**config.mk**
```make
export PLATFORM = sky130hd
export DESIGN_NAME = mem_clear_seq
export DESIGN_NICKNAME = d
export VERILOG_FILES = /design/src/rtl/mem_clear_seq.sv
export SDC_FILE = /design/constraint.sdc
export NUM_CORES = 1
export LEC_CHECK = 0
export ABC_AREA = 1
export BUFFER_PORTS_ARGS = -buffer_cell sky130_fd_sc_hd__buf_4
export CORE_MARGIN = 1.5
export CORE_UTILIZATION = 40
export CTS_BUF_LIST = sky130_fd_sc_hd__clkbuf_16
export DETAILED_ROUTE_END_ITERATION = 6
export PLACE_DENSITY_LB_ADDON = 0.05
export SYNTH_ARGS = -nofsm -noshare
export SYNTH_HDL_FRONTEND = slang
export SYNTH_SLANG_ARGS = --single-unit
```
**constraint.sdc**
```tcl
create_clock -name pulse -period 4.3 [get_ports pulse]
set_input_delay 0.86 -clock pulse [delete_from_list [all_inputs] [get_ports pulse]]
set_output_delay 0.86 -clock pulse [all_outputs]
set_load 0.02 [all_outputs]
```
**src/rtl/mem_clear_seq.sv**
```systemverilog
// Memory clear sequencer: once the upstream stage reports ready, sweep every
// word of the local memory with FILL, then forward single-word user requests
// with a req/ack handshake. All outputs are registered.
module mem_clear_seq #(
    parameter int unsigned          ADDR_W = 4,
    parameter int unsigned          DATA_W = 8,
    parameter logic [DATA_W-1:0]    FILL   = '0
) (
    input  logic                pulse,
    input  logic                rst,
    input  logic                ready,
    input  logic                usr_req,
    input  logic                usr_we,
    input  logic [ADDR_W-1:0]   usr_addr,
    input  logic [DATA_W-1:0]   usr_wdata,
    output logic                usr_ack,
    output logic                mem_we,
    output logic [ADDR_W-1:0]   mem_addr,
    output logic [DATA_W-1:0]   mem_wdata,
    output logic                busy,
    output logic                init_done
);

    typedef enum logic [1:0] {
        StIdle,
        StClear,
        StRun
    } state_e;

    state_e              state_q, state_d;
    logic [ADDR_W:0]     cnt_q, cnt_d;
    logic [ADDR_W:0]     cnt_inc;
    logic                ack_q, ack_d;
    logic                we_q, we_d;
    logic [ADDR_W-1:0]   addr_q, addr_d;
    logic [DATA_W-1:0]   wdata_q, wdata_d;
    logic                busy_q, busy_d;
    logic                done_q, done_d;

    // cnt_q holds the address currently driven; the extra MSB flags the end
    // of the sweep so the terminal test never aliases back to address 0.
    assign cnt_inc = cnt_q + 1'b1;

    // Next-state and next-output logic.
    always_comb begin
        state_d = state_q;
        cnt_d   = cnt_q;
        ack_d   = 1'b0;
        we_d    = 1'b0;
        addr_d  = addr_q;
        wdata_d = wdata_q;
        busy_d  = 1'b0;
        done_d  = 1'b0;

        unique case (state_q)
            StIdle: begin
                addr_d  = '0;
                wdata_d = '0;
                if (ready) begin
                    state_d = StClear;
                    cnt_d   = '0;
                    busy_d  = 1'b1;
                    we_d    = 1'b1;
                    wdata_d = FILL;
                end
            end

            StClear: begin
                if (!ready) begin
                    state_d = StIdle;
                    addr_d  = '0;
                    wdata_d = '0;
                end else if (cnt_inc[ADDR_W]) begin
                    // Last address has been driven for one cycle.
                    state_d = StRun;
                    done_d  = 1'b1;
                end else begin
                    cnt_d   = cnt_inc;
                    busy_d  = 1'b1;
                    we_d    = 1'b1;
                    addr_d  = cnt_inc[ADDR_W-1:0];
                    wdata_d = FILL;
                end
            end

            StRun: begin
                if (!ready) begin
                    state_d = StIdle;
                    addr_d  = '0;
                    wdata_d = '0;
                end else begin
                    done_d = 1'b1;
                    // Gating on the ack keeps a held request from being taken twice.
                    if (usr_req && !ack_q) begin
                        ack_d   = 1'b1;
                        we_d    = usr_we;
                        addr_d  = usr_addr;
                        wdata_d = usr_wdata;
                    end
                end
            end

            default: begin
                state_d = StIdle;
                addr_d  = '0;
                wdata_d = '0;
            end
        endcase
    end

    // State and output registers with synchronous reset.
    always_ff @(posedge pulse) begin
        if (rst) begin
            state_q <= StIdle;
            cnt_q   <= '0;
            ack_q   <= 1'b0;
            we_q    <= 1'b0;
            addr_q  <= '0;
            wdata_q <= '0;
            busy_q  <= 1'b0;
            done_q  <= 1'b0;
        end else begin
            state_q <= state_d;
            cnt_q   <= cnt_d;
            ack_q   <= ack_d;
            we_q    <= we_d;
            addr_q  <= addr_d;
            wdata_q <= wdata_d;
            busy_q  <= busy_d;
            done_q  <= done_d;
        end
    end

    assign usr_ack   = ack_q;
    assign mem_we    = we_q;
    assign mem_addr  = addr_q;
    assign mem_wdata = wdata_q;
    assign busy      = busy_q;
    assign init_done = done_q;

endmodule

```
Word level (Yosys, flattened, before mapping). Index checks and enable logic that the tools add are counted.

Register bits: 23. Input bits: 17. Output and inout bits: 16.

Add/subtract/negate cells: 1. Equal/unequal tests: 9. Multiplexer cells: 30. Bitwise logic cells: 2. Reductions and logical operators: 8.

Operator list (count): $mux W8 (4); $mux W4 (4); $pmux W8 S2 (1); $mux W5 (3); $pmux W5 S2 (1); $ne A3 B3 Y1 const B (3); $mux W1 (8); $mux W2 (4); $ne A2 B2 Y1 const B (4); $pmux W4 S2 (1); $pmux W2 S3 (1); $add A5 B1 Y5 const B (1); $pmux W1 S2 (2); $reduce_and A4 Y1 (1); $pmux W1 S3 (1); $reduce_and A3 Y1 (1); $reduce_or A3 Y1 (1); $eq A2 B1 Y1 const B (1); $eq A2 B2 Y1 const B (1); $logic_not A2 Y1 (1); $not A1 Y1 (2); $reduce_and A2 Y1 (1); $reduce_bool A2 Y1 (1); $logic_and A1 B1 Y1 (1); $logic_not A1 Y1 (1).

Longest topological paths before layout.
Word-level depth: 5. Depth in mapped cells: 9. Mapped depth without buffers: 9.

Worst setup path before layout. OpenSTA, ideal clock, no wires.

Path type: in2reg. Start: input ready. End: register addr_q[0] (netlist: mem_addr[0]). Library setup time: 0.066 ns. Arrival time: 1.528 ns. Slack: 2.705 ns. Stages on the path: 7. Buffers on the path: 0. Path through: nand2_1 -> inv_2 -> nand2_4 -> nand2_4 -> nor2_1 -> nand2_1 -> a21oi_2.

Longest elaborated chain between the ends: 2.

Ends and longest elaborated chain: start: declaration (line 11) `input logic ready,`; $mux W4, or another cell as far along (line 87) `if (!ready) begin`; $pmux W4 S2 or $reduce_and A2 Y1 (tied branches); end signal: assignment (line 127) `addr_q <= addr_d;`; end: declaration (line 35) `logic [ADDR_W-1:0] addr_q, addr_d;`.

Several ways; a longest one is shown, not always the timed one. A chain may end at the register's enable or synchronous reset.

Worst setup path after layout.
Start: input ready. End: register addr_q[3] (netlist: mem_addr[3]).

Same word-level chain as after synthesis.

==> summary.md <==
| Metric | Value |
|---|---|
| Vias in the first global route | `894` |
| Flop pwr share | `47.8%` |
| Register area share after synthesis | `40.7%` |
| Ant diodes | `0` |
| Syn nets | `154` |
| Fin Setup TNS | `0 ns` |
| Lkg Pwr | `0.616 nW` |
| HP Start | `mem_wdata[0]` |
| DR WL met3 | `120 um` |
| Layout cells sized above 1 | `38.0%` |
| Register bit count reported by yosys | `22` |
| Final cycle utilization of the critical path | `40.3%` |
| Power Dens Cells | `316 mW/mm2` |
| CTS Hold Bufs | `0` |
| Post-synth top area share | `40.7%` |
| Row cnt | `18` |
| CTS buffer count | `3` |
| GP Congestion | `0.828` |
| Max VDD drop | `0.218 mV` |
| IO buf count | `32` |
| GRT Total Usage | `18.1%` |
| Area Growth Syn to Fin | `29.1%` |
| Max-cap viol count | `0` |
| Die width | `55.0 um` |
| Gr ovfl total | `0` |
| Clock-pin slew on the worst setup and hold paths | `0.05 ns` |
| Synth area leader | `dfxtp_1` |
| Met2 WL | `1.07 mm` |
| HPWL after DPL | `1.82 mm` |
| RSZ-0062 raised after global routing | `false` |
| CTS tree | `built` |
| Reg-to-Reg Start | `state_q[1]` |
| CP required | `4.48 ns` |
| Skew-Pair Late Insertion Delay | `0.25 ns` |
| Longest Clk Path Bufs | `2` |
| ANT nets after route | `0` |
| Critical Path Sink Type | `flop` |
| Largest net degree at the start of global routing | `22` |
| Gate power share | `9.5%` |
| Nets | `187` |
| Power, Total | `441 uW` |
| Crit path max fanout | `13` |
| Average size of a mapped cell | `8.20 um2` |
| Initial core utilization | `42.9%` |
| Setup skew after layout | `0.00151 ns` |
| Initial antenna violation count | `0` |
| Worst-Margin Slew | `0.330 ns` |
| Post-CTS Setup Bufs | `0` |
| Final Hold Slack | `0.470 ns` |
| Status | `finished, final reports clean` |
| Ys Warns | `0` |
| Final hold vios | `0` |
| Max_slew headroom | `78.0%` |
| Ranking of synthesized cells by area | `dfxtp_1 (41%), nand2_1 (8.7%), a21oi_2 (8.1%)` |
| TritonRoute pass-1 iters | `4` |
| Post_cts resized | `0` |
| Pint | `349 uW` |
| Worst Hold Class | `flop to flop` |
| Synth Instances | `132` |
| First-pass GRT wire length | `3.91 mm` |
| CTS root buffer | `clkbuf_16` |
| Distinct cell type count after synthesis | `22` |
| Detailed Route Iter0 Violations | `22` |
| Post-Syn Area | `0.00108 mm2` |
| Highest routed metal layer | `met4` |
| Max Transition Viols Final | `0` |
| Core area | `0.00252 mm2` |
| Switching power | `92.6 uW` |
| Boundary Pins | `33` |
| Max Freq | `577 MHz` |
| Vias | `957` |
| Clock power share | `42.7%` |
| Kind of critical path | `primary input to flop` |
| Area of the die | `0.00303 mm2` |
| H-tree depth | `1` |
| Clock sinks | `22` |
| Vias per cell | `4.96` |
| Remaining DRCs | `0` |
| Minimum clock period | `1.73 ns` |
| Crit path from | `ready` |
| Critical Path AT | `1.91 ns` |
| Final setup viols | `0` |
| Most common cell after layout, fill and taps aside | `buf_4` |
| Switching part of the total power | `21.0%` |
| Die extent in y | `55.0 um` |
| Setup crit start kind | `primary input` |
| WL per Instance | `12.5 um` |
| Most frequent cells in the layout | `buf_4 (32), nand2_1 (25), dfxtp_1 (22)` |
| Metal-1 WL | `1.17 mm` |
| Total wire length | `2.42 mm` |
[metrics by stage]
stage	util (%)	setup WS, ns	cells	cell area, um2
6_report	55.4	2.57	193	1400
5_1_grt	55.4	2.43	193	1400
4_1_cts	55.4	2.58	193	1400
3_5_place_dp	52.4	2.33	190	1320
3_3_place_gp	52.4	2.38	190	1320
2_1_floorplan	-	2.71	132	1080
[cells in the mapped netlist]
library cell / number
nor3_1: 1
nor2_4: 1
or2_2: 1
nand4_1: 10
o21ai_0: 2
buf_12: 1
a21oi_2: 10
nand2_2: 11
ha_1: 5
o211ai_1: 1
nor2_1: 8
buf_2: 2
a211oi_1: 1
nand2_4: 2
a21oi_1: 9
buf_4: 1
inv_2: 1
o21ai_2: 1
inv_1: 11
nand2_1: 25
dfxtp_1: 22
nand3_1: 6
[sequential cells by signal, summed over array words and instances (netlist names)]
register / cells
mem_we: 1
state_q: 2
usr_ack: 1
mem_wdata: 8
cnt_q: 4
mem_addr: 4
busy: 1
init_done: 1
[path summary, 6_finish.rpt]
kind                                     end  cells after the start  slack, ns
worst min register to register  mem_wdata[0]                      2       0.47
worst min-delay path            mem_wdata[0]                      2       0.47
worst max-delay path             mem_addr[3]                      8       2.57
worst max register to register   mem_addr[3]                      9       2.57
[cell families (layout without fill, tap and decap cells)]
family,Yosys count,after routing,share of synthesized area [%]
compound gates,24,24,15.4
fa+ha+maj,5,5,5.78
buf+inv,16,47,7.63
flops,22,22,40.7
simple gates,65,65,30.5
[power groups by stage]
stage	combinational, mW	clock [mW]	sequential, mW
2_1_floorplan	0.0210	0	0.217
3_3_place_gp	0.0418	0	0.215
3_5_place_dp	0.0421	0	0.215
4_1_cts	0.0423	0.194	0.211
5_1_grt	0.0476	0.205	0.212
6_report	0.0421	0.189	0.211
[cell type report]
cell class                      count  area [um2]
Multi-Input combinational cell     94         559
Clock buffer                        3        75.1
Fill cell                         256        1120
Inverter                           12        45.0
Sequential cell                    22         440
Timing Repair Buffer               32         240
Tap cell                           30        37.5
[critical path, cell delays in order]
cell and delay (ns):
buf_4 0.13, nand2_1 0.08, inv_2 0.08, nand2_4 0.14
nand2_4 0.16, nor2_1 0.23, nand2_1 0.10, a21oi_1 0.13
[per-layer routing]
| metal | vias up | track usage, % |
|---|---|---|
| li1 | 501 | - |
| met1 | 423 | 25.5 |
| met2 | 25 | 26.0 |
| met3 | 8 | 2.42 |
| met4 | 0 | 10.6 |
| met5 | - | 0 |
Note: power is estimated with default switching activity, not from simulation.
